### src/rtl/rr_burst_arb.sv
// Round-robin arbiter granting a shared multi-beat resource for whole transactions.
// Define ARB_TIMEOUT_EN to add the hold-timeout forced release and the timeout_evt output.
module rr_burst_arb #(
    parameter int WIDTH    = 4,
    parameter int HOLD_MAX = 16
) (
    input  logic                     clk,
    input  logic                     reset_n,
    input  logic [WIDTH-1:0]         request,
    input  logic [WIDTH-1:0]         last,
    input  logic                     res_ready,
    output logic [WIDTH-1:0]         grant,
    output logic [$clog2(WIDTH)-1:0] grant_id,
    output logic                     busy,
`ifdef ARB_TIMEOUT_EN
    output logic                     beat_fire,
    output logic                     timeout_evt
`else
    output logic                     beat_fire
`endif
);

    localparam int IDW = $clog2(WIDTH);

    if (WIDTH < 2 || HOLD_MAX < 1) begin : g_bad_cfg
        $error("rr_burst_arb: WIDTH must be >= 2 and HOLD_MAX >= 1");
    end

    typedef enum logic {IDLE, HOLD} state_t;

    state_t         state;
    logic [IDW-1:0] ptr;
    logic [IDW-1:0] win_idx;
    logic [IDW-1:0] cand;
    logic           win_found;
    logic           xfer;
    logic           done;

    // Search starts just after the last winner, so the last winner is checked last.
    always_comb begin
        win_found = 1'b0;
        win_idx   = '0;
        cand      = '0;
        for (int k = 1; k <= WIDTH; k++) begin
            cand = IDW'((int'(ptr) + k) % WIDTH);
            if (!win_found && request[cand]) begin
                win_found = 1'b1;
                win_idx   = cand;
            end
        end
    end

    assign xfer      = (state == HOLD) && request[grant_id] && res_ready;
    assign done      = xfer && last[grant_id];
    assign beat_fire = (|(grant & request)) & res_ready;

`ifdef ARB_TIMEOUT_EN
    localparam int CW = $clog2(HOLD_MAX) + 1;
    logic [CW-1:0] hold_cnt;
    logic          expired;

    assign expired = (hold_cnt == CW'(HOLD_MAX - 1));
`endif

    always_ff @(posedge clk) begin
        if (!reset_n) begin
            state    <= IDLE;
            grant    <= '0;
            grant_id <= '0;
            busy     <= 1'b0;
            ptr      <= IDW'(WIDTH - 1);
`ifdef ARB_TIMEOUT_EN
            hold_cnt    <= '0;
            timeout_evt <= 1'b0;
`endif
        end else begin
`ifdef ARB_TIMEOUT_EN
            timeout_evt <= 1'b0;
`endif
            case (state)
                IDLE: begin
                    if (win_found) begin
                        state    <= HOLD;
                        grant    <= WIDTH'(1) << win_idx;
                        grant_id <= win_idx;
                        ptr      <= win_idx;
                        busy     <= 1'b1;
`ifdef ARB_TIMEOUT_EN
                        hold_cnt <= '0;
`endif
                    end
                end
                HOLD: begin
`ifdef ARB_TIMEOUT_EN
                    hold_cnt <= hold_cnt + CW'(1);
`endif
                    // A completed last beat wins over a timeout expiring in the same cycle.
                    if (done) begin
                        state <= IDLE;
                        grant <= '0;
                        busy  <= 1'b0;
                    end
`ifdef ARB_TIMEOUT_EN
                    else if (expired) begin
                        state       <= IDLE;
                        grant       <= '0;
                        busy        <= 1'b0;
                        timeout_evt <= 1'b1;
                    end
`endif
                end
                default: state <= IDLE;
            endcase
        end
    end

endmodule

### config.mk
export PLATFORM = sky130hd
export DESIGN_NAME = rr_burst_arb
export DESIGN_NICKNAME = d
export VERILOG_FILES = /design/src/rtl/rr_burst_arb.sv
export SDC_FILE = /design/constraint.sdc
export NUM_CORES = 1
export LEC_CHECK = 0
export BUFFER_PORTS_ARGS = -buffer_cell sky130_fd_sc_hd__buf_2
export CAP_MARGIN = 25
export CORE_AREA = 3 3 40 42
export CTS_CLUSTER_DIAMETER = 50
export DETAILED_ROUTE_END_ITERATION = 10
export DIE_AREA = 0 0 43 45
export PLACE_DENSITY = 0.64
export SYNTH_ARGS = -nofsm -noshare
export SYNTH_HDL_FRONTEND = slang
export SYNTH_SLANG_ARGS = --single-unit
export TNS_END_PERCENT = 10
### constraint.sdc
create_clock -name clk -period 1.8 [get_ports clk]
set_input_delay 0.36 -clock clk [delete_from_list [all_inputs] [get_ports clk]]
set_output_delay 0.36 -clock clk [all_outputs]
set_load 0.03 [all_outputs]
==> metrics.md, run 1 <==
| Metric | Value |
|---|---|
| Max Cap Viol | `0` |
| P_sw | `240 uW` |
| IO Port Bufs | `18` |
| Worst skew pair latency | `around 0.27 ns` |
| Max VDD drop | `between 0.5 and 0.6 mV` |
| Worst setup path class | `reg -> reg` |
| Crit path DAT | `about 1.6 ns` |
| PwrDens | `1040 nW/um2` |
| Final slew viol count | `0` |
| CTS Buffer Depth | `2` |
| Core box area | `around 1300 um2` |
| Nets@finish | `98` |
| # IOs | `19` |
| Mean Syn Cell Area | `just over 8 um2` |
| Power share of the clock group | `~29%` |
| Outcome | `finished clean` |
| Hold Fails Final Rpt | `0` |
| Cells after synthesis | `63` |
| Worst hold start | `reset_n` |
| Hold buffer count at cts | `0` |
| Post-cts resize count | `0` |
| Top post-synthesis cells by area | `dfxtp_1 39%, nand2_1 10%, mux4_2 4.3%` |
| Hold crit path type | `in -> reg` |
| 1st-iter DRT viols | `8` |
| Avg WL per Cell | `approximately 13 um` |
| Placer Congestion | `between 0.7 and 0.8` |
| Pint | `461 uW` |
| Vias per Instance | `around 5.4` |
| Relative slew slack | `69.3%` |
| Detailed Place HPWL | `slightly above 1000 um` |
| # Post-CTS Setup Buffers | `0` |
| FF-to-FF setup slack | `approximately 0.32 ns` |
| First-pass GRT wire length | `2210 um` |
| Initial antenna violation count | `0` |
| Uppermost layer routed | `met4` |
| Starting Density | `roughly two fifths` |
| Final worst setup slack | `0.320 ns` |
| Post-synth cell types | `26` |
| FMAX | `676 MHz` |
| Total power | `about 700 uW` |
| Via count | `550` |
| TritonCTS Buffers | `3` |
| CTS tree | `done` |
| Met2 Wirelength | `approximately 600 um` |
| Worst-path fanout max | `7` |
| Metal-1 WL | `about 560 um` |
| Crit path from | `ptr[1]` |
| Clock slew at reported path FFs | `approximately 0.060 ns` |
| Clock skew after layout | `roughly 0.0013 ns` |
| H-tree levels | `1` |
| Number of global-route vias before repair | `between 500 and 600` |
| Cell area after synthesis | `about 520 um2` |
| RSZ-0062 raised after global routing | `no` |
| CTS Sinks | `10` |
| End of the worst hold path | `ptr[1]` |
| Area of the die | `just under 2000 um2` |
| Synth Net Count | `74` |
| Sw frac | `about a third` |
| Dominant cell type by area after synthesis | `dfxtp_1` |
| Fin Setup TNS | `0 ns` |
| Data required, critical path | `just under 2 ns` |
| R2R cell count | `4` |
| Share of the synthesized area in the top cell type | `38.6%` |
| Synth Register Bits | `10` |
| Final period util | `82.2%` |
| Worst Hold Path Cells | `2` |
| Min Hold Slack | `between 0.3 and 0.4 ns` |
| Chip width | `around 43 um` |
| Post-synthesis sequential area ratio | `between 30% and 40%` |
| DRC | `0` |
| Count of standard-cell rows | `13` |
| RR Startpoint | `ptr[1]` |
| RR Endpoint | `ptr[0]` |
| Met3 wire length | `63 um` |
| Final WL | `1270 um` |
| Largest net degree at the start of global routing | `11` |
| Layout cells sized above 1 | `between 30% and 40%` |
| Antenna fix cells | `0` |
| GRT Overall Usage | `15.4%` |
| Final Setup Violations | `0` |
| Yosys Warn Count | `0` |
| Lkg Pwr | `about 0.00030 uW` |
| Combinational group share of total power | `between 30% and 40%` |
| Least-Margin Pin Slew | `around 0.46 ns` |
| Synth-to-layout area growth | `30.2%` |
| Reg power frac | `between 40% and 50%` |
| Final ANT Viol Nets | `0` |
| Die Span Y | `between 40 and 50 um` |
| Crit. End Element | `flop` |
| Setup WS pre-CTS | `approximately 0.29 ns` |
| CTS root buf | `clkbuf_4` |
| Clock period minus worst slack | `about 1.5 ns` |
| CP Launch Type | `flop` |
| Drt first pass iters | `4` |
| Overflow after GRT | `0` |
[sequential cells by signal, summed over array words and instances, names as in the netlist]
register	cells
grant	4
ptr	2
grant_id	2
busy	1
state	1
[synthesized netlist by cell type (all sizes together)]
library cell	number
a22oi	2
nand3	1
o2bb2ai	2
and2	1
nand3b	1
a21boi	2
mux2i	1
nand2b	3
a21oi	1
nand2	14
a21o	2
o22ai	2
nor2	6
nor2b	2
a31oi	1
o21ai	5
inv	1
nor3b	1
dfxtp	10
clkbuf	1
o221ai	1
nor3	1
mux4	1
or3b	1
[logic make-up (layout without fill, tap and decap cells)]
| group | after synthesis | count (layout) | synth area share [%] |
|---|---|---|---|
| and+or+nand+nor | 31 | 31 | 28.3 |
| buffers and inverters | 2 | 25 | 1.45 |
| AOI/OAI and AO/OA | 18 | 18 | 25.4 |
| DFF | 10 | 10 | 38.6 |
| muxes | 2 | 2 | 6.28 |
[area by class of cell]
cell class / instances / area, um2
Clock buffer: 4 / 36.3
Fill cell: 126 / 611
Inverter: 1 / 3.75
Multi-Input combinational cell: 51 / 310
Sequential cell: 10 / 200
Tap cell: 15 / 18.8
Timing Repair Buffer: 20 / 105
[routing by layer]
| metal | up-vias | global-route usage [%] |
|---|---|---|
| met5 | - | 0 |
| met4 | 0 | 11.4 |
| met3 | 5 | 3.98 |
| met2 | 15 | 24.3 |
| met1 | 256 | 18.2 |
| li1 | 274 | - |
[power by group through the flow]
stage	clock [uW]	sequential [uW]	combinational, uW
after global placement	0	287	216
after detailed placement	0	288	217
after global routing	222	288	236
after CTS	209	283	217
after floorplan	0	322	105
final	203	283	215
[worst max-delay path: stages, from the launching register on]
cell and delay, ns:
dfxtp_1 0.44, mux2i_1 0.21, o221ai_1 0.15, nor3_1 0.42
o21ai_1 0.12
[how the worst max path moves through the flow]
stage / end / slack (ns) / cells after the start
2_1_floorplan: beat_fire / 0.06 / 2
3_3_place_gp: grant[1] / 0.32 / 5
3_5_place_dp: ptr[0] / 0.29 / 5
4_1_cts: grant[2] / 0.30 / 4
5_1_grt: ptr[0] / 0.14 / 4
6_report: ptr[0] / 0.32 / 4
[layout by cell type, fill, tap and decap left out, drive strengths merged, types with 2 or more instances in the layout]
| cell | Yosys | routed |
|---|---|---|
| a21boi | 2 | 2 |
| nand2 | 14 | 14 |
| a22oi | 2 | 2 |
| dfxtp | 10 | 10 |
| o21ai | 5 | 5 |
| buf | 0 | 20 |
| nor2b | 2 | 2 |
| clkbuf | 1 | 4 |
| o22ai | 2 | 2 |
| nor2 | 6 | 6 |
| o2bb2ai | 2 | 2 |
| a21o | 2 | 2 |
| nand2b | 3 | 3 |
[metrics by stage]
stage	cells	instance area, um2	util, %
6_report	101	674	52.5
5_1_grt	101	674	52.5
4_1_cts	101	674	52.5
3_5_place_dp	97	638	49.7
3_3_place_gp	97	638	49.7
2_1_floorplan	63	518	-
No activity file was read; power rests on OpenSTA's default activity.
==> run 2, diff against run 1 <==
--- a/config.mk
+++ b/config.mk
@@ -11,7 +11,7 @@
 export CTS_CLUSTER_DIAMETER = 50
 export DETAILED_ROUTE_END_ITERATION = 10
 export DIE_AREA = 0 0 43 45
-export PLACE_DENSITY = 0.64
+export PLACE_DENSITY = 0.67
 export SYNTH_ARGS = -nofsm -noshare
 export SYNTH_HDL_FRONTEND = slang
 export SYNTH_SLANG_ARGS = --single-unit
==> constraint.sdc (replaced) <==
create_clock -name clk -period 1.3 [get_ports clk]
set_input_delay 0.26 -clock clk [delete_from_list [all_inputs] [get_ports clk]]
set_output_delay 0.26 -clock clk [all_outputs]
set_load 0.03 [all_outputs]
==> run 2 against run 1 <==
The flow now finishes with violations (negative setup slack). Clock skew grew 0.0029 ns. Final cell count rose by 6.9%. Critical endpoint is now grant[3]. Non-clock buffer count rose by 7. Sequential power increased by 40%. Sequential share of layout area down 2.7 points.
==> metrics.md, run 2 (synthesis gave the netlist of run 1 again) <==
| Metric | Value |
|---|---|
| Fill cells | `118 (was 126)` |
| First-pass GRT wire length | `2210 um (unchanged)` |
| RR Startpoint | `grant_id[0] (was ptr[1])` |
| Max Cap Viol | `0 (unchanged)` |
| Drt first pass iters | `4 (unchanged)` |
| Most frequent cells in the layout | `17 x buf_2, 14 x nand2_1, 9 x buf_4 (was 18 x buf_2, 14 x nand2_1, 10 x dfxtp_1)` |
| 1st-iter DRT viols | `7 (was 8)` |
| FMAX | `759 MHz (was 676 MHz)` |
| Layout cells sized above 1 | `45.2% (was 30.2%)` |
| # IOs | `19 (unchanged)` |
| CTS Sinks | `10 (unchanged)` |
| Final core utilization | `59.1% (was 52.5%)` |
| P_sw | `358 uW (was 240 uW)` |
| RSZ-0062 raised after global routing | `yes (was no)` |
| GRT Overall Usage | `15.5% (was 15.4%)` |
| PwrDens | `1370 nW/um2 (was 1040 nW/um2)` |
| Count of standard-cell rows | `13 (unchanged)` |
| CTS tree | `done (unchanged)` |
| Core box area | `1280 um2 (unchanged)` |
| Hold Fails Final Rpt | `0 (unchanged)` |
| Placer Congestion | `0.795 (was 0.722)` |
| Crit. End Element | `flop (unchanged)` |
| Pint | `680 uW (was 461 uW)` |
| Starting Density | `40.3% (unchanged)` |
| Detailed Place HPWL | `1050 um (was 1010 um)` |
| H-tree levels | `1 (unchanged)` |
| Final slew viol count | `0 (unchanged)` |
| Chip width | `43 um (unchanged)` |
| Via count | `558 (was 550)` |
| Max FFs per register | `4 (unchanged)` |
| Worst skew pair latency | `0.27 ns (about the same)` |
| Power share of the clock group | `27.9% (was 28.9%)` |
| Hold crit path type | `in -> reg (unchanged)` |
| Least-Margin Pin Slew | `0.332 ns (was 0.457 ns)` |
| Final WL | `1340 um (was 1270 um)` |
| Largest net degree at the start of global routing | `11 (unchanged)` |
| Critical path's slowest cell | `mux4_2 (was dfxtp_1)` |
| Final period util | `101% (was 82.2%)` |
| Failing checks | `negative setup slack` |
| CP Cell Sequence | `mux4_2 -> o21ai_4 -> o22ai_1 (was mux2i_1 -> o221ai_1 -> nor3_1 -> o21ai_1)` |
| Worst-path fanout max | `6 (was 7)` |
| # Post-CTS Setup Buffers | `0 (unchanged)` |
| Outcome | `finished with violations (was finished clean)` |
| Relative slew slack | `77.8% (was 69.3%)` |
| Largest regs | `grant (4), grant_id (2), ptr (2) (unchanged)` |
| Final ANT Viol Nets | `0 (unchanged)` |
| Crit path from | `grant_id[0] (was ptr[1])` |
| CTS Buffer Depth | `2 (unchanged)` |
| Max VDD drop | `0.583 mV (was 0.510 mV)` |
| Area of the die | `1940 um2 (unchanged)` |
| Die Span Y | `45 um (unchanged)` |
| Synth-to-layout area growth | `46.6% (was 30.2%)` |
| CTS root buf | `clkbuf_4 (unchanged)` |
| Clock period minus worst slack | `1.32 ns (was 1.48 ns)` |
| Clock skew after layout | `0.00424 ns (was 0.00131 ns)` |
| Worst setup path class | `reg -> reg (unchanged)` |
| FF-to-FF setup slack | `-0.02 ns (was 0.32 ns)` |
| Final worst setup slack | `-0.0169 ns (was 0.320 ns)` |
| IO Port Bufs | `18 (unchanged)` |
| DRC | `0 (unchanged)` |
| Antenna fix cells | `0 (unchanged)` |
| CP Launch Type | `flop (unchanged)` |
| Overflow after GRT | `0 (unchanged)` |
| Data required, critical path | `1.45 ns (was 1.94 ns)` |
| Reg power frac | `38.1% (was 40.4%)` |
| Worst hold start | `reset_n (unchanged)` |
| Commonest non-fill, non-tap cell in the layout | `buf_2 (unchanged)` |
| Final Setup Violations | `2 (was 0)` |
| Crit path DAT | `1.47 ns (was 1.62 ns)` |
| Sw frac | `34.5% (was 34.3%)` |
| Lkg Pwr | `0.000343 uW (was 0.000304 uW)` |
| TritonCTS Buffers | `3 (unchanged)` |
| Largest Register | `grant (unchanged)` |
| Combinational group share of total power | `34.0% (was 30.7%)` |
| Avg WL per Cell | `12.4 um (was 12.5 um)` |
| Nets@finish | `105 (was 98)` |
| Initial antenna violation count | `0 (unchanged)` |
| Number of global-route vias before repair | `503 (was 527)` |
| CP max stage delay | `0.53 ns (was 0.44 ns)` |
| Fin Setup TNS | `-0.0184 ns (was 0 ns)` |
| Clock slew at reported path FFs | `0.07 ns (was 0.06 ns)` |
| Cell Area, Placed | `696 um2 (was 638 um2)` |
| Non-Filler Cell Area, Final | `759 um2 (was 674 um2)` |
| Vias per Instance | `5.17 (was 5.45)` |
==> run 2: changes by cell type in the layout (fill, tap and decap cells not counted), sizes merged <==
| cell | change |
|---|---|
| buf | +6 |
| clkbuf | +1 |
==> run 2: worst max-delay path, delay by kind of cell, from the launching register on <==
kind,cells,cell delay [ns]
compound gates,2,0.32
flops,1,0.35
mux,1,0.53
==> run 2: path summary, 6_finish.rpt <==
kind                                  to  cells after the start
worst min-delay path              ptr[1]                      2
worst max register to register  grant[3]                      3
worst max-delay path            grant[3]                      3
worst min register to register  grant[0]                      2
==> run 2: what timing repair did <==
action,in CTS,in global routing
gates resized for setup,3,7
hold buffers,0,0
endpoints found under the setup margin,8,10
pin swaps,2,3
==> run 2: through the flow <==
step,power [uW],setup slack (ns),cells,hold slack [ns]
floorplan,595,-0.0661,63,0.469
global placement,730,-0.0770,104,0.455
detailed placement,734,-0.0958,104,0.462
CTS,1030,-0.0338,108,0.260
global route,1090,-0.0613,108,0.280
finish,1040,-0.0169,108,0.265
==> run 2: area by class of cell <==
class / instances / area, um2 / area share (%)
Tap cell: 15 / 18.8 / 2.47
Timing Repair Buffer: 27 / 160 / 21.1
Clock buffer: 4 / 36.3 / 4.78
Sequential cell: 10 / 205 / 27.0
Multi-Input combinational cell: 51 / 335 / 44.2
Inverter: 1 / 3.75 / 0.494
==> run 2: power by group through the flow <==
stage / Clock [uW] / Sequential, uW / Combinational (uW)
6_report: 290 / 395 / 353
5_1_grt: 308 / 401 / 385
4_1_cts: 296 / 390 / 346
3_5_place_dp: 0 / 397 / 337
3_3_place_gp: 0 / 395 / 334
2_1_floorplan: 0 / 447 / 149
==> run 2: per-layer routing <==
| metal | global-route usage (%) | vias to the layer above | part of all wire (%) |
|---|---|---|---|
| met5 | 0 | - | 0 |
| met4 | 10.8 | 0 | 2.1 |
| met3 | 3.59 | 4 | 4.8 |
| met2 | 24.3 | 11 | 50 |
| met1 | 18.8 | 255 | 43 |
| li1 | - | 288 | - |
==> run 3, diff against run 2 <==
==> constraint.sdc (replaced) <==
create_clock -name clk -period 1.3 [get_ports clk]
set_input_delay 0.26 -clock clk [delete_from_list [all_inputs] [get_ports clk]]
set_output_delay 0.26 -clock clk [all_outputs]
set_load 0.01 [all_outputs]
==> run 3 against run 2 <==
The run still ends with negative setup slack left. Global-route usage decreased by 0.44 points. Clock power decreased by 4%. Sequential share of layout area increased by 0.16 points. Combinational power decreased by 16%. Flip-flop and latch count unchanged. Count of clock-buffer cells in the layout unchanged. Largest cell class unchanged.
==> metrics.md, run 3 (synthesis gave the netlist of run 1 again) <==
| Metric | Value |
|---|---|
| Outcome | `finished with violations (unchanged)` |
| Failing checks | `negative setup slack (unchanged)` |
| Relative slew slack | `79.8% (was 77.8%)` |
| GRT Overall Usage | `15.0% (was 15.5%)` |
| Final worst setup slack | `-0.0173 ns (was -0.0169 ns)` |
| Layout cells sized above 1 | `40.9% (was 45.2%)` |
| Chip width | `43 um (unchanged)` |
| Worst-path fanout max | `6 (unchanged)` |
| Via count | `554 (was 558)` |
| # Post-CTS Setup Buffers | `0 (unchanged)` |
| Final core utilization | `58.0% (was 59.1%)` |
| Drt first pass iters | `3 (was 4)` |
| Clock period minus worst slack | `1.32 ns (about the same)` |
| Setup WS pre-CTS | `-0.0750 ns (was -0.0958 ns)` |
| Most frequent cells in the layout | `18 x buf_2, 14 x nand2_1, 9 x buf_4 (was 17 x buf_2, 14 x nand2_1, 9 x buf_4)` |
| Synth-to-layout area growth | `44.0% (was 46.6%)` |
| CP Launch Type | `flop (unchanged)` |
| Placed cell count | `104 (unchanged)` |
| CP bufs+invs | `0 (unchanged)` |
| Max Cap Viol | `0 (unchanged)` |
| Largest net degree at the start of global routing | `11 (unchanged)` |
| CP max stage delay | `0.53 ns (about the same)` |
| Commonest non-fill, non-tap cell in the layout | `buf_2 (unchanged)` |
| Antenna fix cells | `0 (unchanged)` |
| H-tree levels | `1 (unchanged)` |
| Final ANT Viol Nets | `0 (unchanged)` |
| Hold crit path type | `in -> reg (unchanged)` |
| Worst skew pair latency | `0.26 ns (was 0.27 ns)` |
| Hold buffer count at cts | `0 (unchanged)` |
| PwrDens | `1300 nW/um2 (was 1370 nW/um2)` |
| 1st-iter DRT viols | `7 (unchanged)` |
| Worst setup path class | `reg -> reg (unchanged)` |
| Largest regs | `grant (4), grant_id (2), ptr (2) (unchanged)` |
| CTS Sinks | `10 (unchanged)` |
| CTS tree | `done (unchanged)` |
| Final WL | `1390 um (was 1340 um)` |
| IO Port Bufs | `18 (unchanged)` |
| Final period util | `101% (about the same)` |
| Die Span Y | `45 um (unchanged)` |
| FMAX | `759 MHz (about the same)` |
| Placer Congestion | `0.795 (about the same)` |
| Core box area | `1280 um2 (unchanged)` |
| Layout Cells excl Fill | `108 (unchanged)` |
| Area of the die | `1940 um2 (unchanged)` |
| CP Cell Sequence | `mux4_2 -> o21ai_4 -> o22ai_1 (unchanged)` |
| Initial antenna violation count | `0 (unchanged)` |
| Clock slew at reported path FFs | `0.07 ns (about the same)` |
| TritonCTS Buffers | `3 (unchanged)` |
| Data required, critical path | `1.44 ns (was 1.45 ns)` |
| Hold Fails Final Rpt | `0 (unchanged)` |
| Largest delay share family, worst path | `multiplexers (unchanged)` |
| Max VDD drop | `0.757 mV (was 0.583 mV)` |
| Least-Margin Pin Slew | `0.302 ns (was 0.332 ns)` |
| Nets@finish | `105 (unchanged)` |
| # IOs | `19 (unchanged)` |
| DRC | `0 (unchanged)` |
| RSZ-0062 raised after global routing | `yes (unchanged)` |
| Fin Setup TNS | `-0.0173 ns (was -0.0184 ns)` |
| Largest Register | `grant (unchanged)` |
| Avg WL per Cell | `12.9 um (was 12.4 um)` |
| Crit. End Element | `flop (unchanged)` |
| Critical path's slowest cell | `mux4_2 (unchanged)` |
| Vias per Instance | `5.13 (was 5.17)` |
| Non-Filler Cell Area, Final | `746 um2 (was 759 um2)` |
| Lkg Pwr | `0.000341 uW (was 0.000343 uW)` |
| Max FFs per register | `4 (unchanged)` |
| Final slew viol count | `0 (unchanged)` |
| Overflow after GRT | `0 (unchanged)` |
| First-pass GRT wire length | `2210 um (about the same)` |
| Starting Density | `40.3% (unchanged)` |
| Detailed Place HPWL | `1110 um (was 1050 um)` |
| Number of global-route vias before repair | `537 (was 503)` |
| Count of standard-cell rows | `13 (unchanged)` |
| Clock skew after layout | `0.00298 ns (was 0.00424 ns)` |
| CTS Buffer Depth | `2 (unchanged)` |
| Cell Area, Placed | `692 um2 (was 696 um2)` |
| Crit path DAT | `1.46 ns (was 1.47 ns)` |
| Final Setup Violations | `1 (was 2)` |
| CTS root buf | `clkbuf_4 (unchanged)` |
[run 3: cell types whose count changed in the layout (fill, tap and decap cells not counted), sizes merged]
cell and delta:
buf +1, clkbuf -1
[run 3: through the flow]
stage / hold WS, ns / power [uW]
6_report: 0.274 / 968
5_1_grt: 0.286 / 1030
4_1_cts: 0.268 / 971
3_5_place_dp: 0.458 / 682
3_3_place_gp: 0.451 / 674
2_1_floorplan: 0.469 / 546
[run 3: layer usage]
metal | vias up | global-route usage, % | part of all wire (%)
li1 | 287 | - | -
met1 | 256 | 17.8 | 45
met2 | 9 | 26.6 | 50
met3 | 2 | 3.59 | 4.0
met4 | 0 | 5.42 | 0.43
met5 | - | 0 | 0
[run 3: path summary, 6_finish.rpt]
check        slack [ns]         from  cells past startpoint       end
min reg2reg        0.47         busy                      2      busy
max reg2reg       -0.02  grant_id[0]                      3  grant[3]
min                0.27      reset_n                      2    ptr[1]
max               -0.02  grant_id[0]                      3  grant[3]
[run 3: power breakdown]
part           total, uW  switching (uW)  internal [uW]
sequential           393            39.8            353
clock                278             108            170
combinational        297             151            146
[run 3: cell type report]
type                       instances  area, um2
sequential                        10        203
fill                             136        539
inverter                           1       3.75
timing repair buffer              27        158
clock buffer                       4       36.3
tap                               15       18.8
multi-input combinational         51        327
[run 3: worst register-to-register path, delay by kind of cell (launching register included)]
family / cells / cell delay [ns]
compound gates: 2 / 0.34
mux: 1 / 0.53
flops: 1 / 0.34
[run 3: what timing repair did]
item,in CTS,in global routing
setup endpoints to repair,8,10
pin swaps,1,2
gates resized for setup,2,5
cloned,0,0
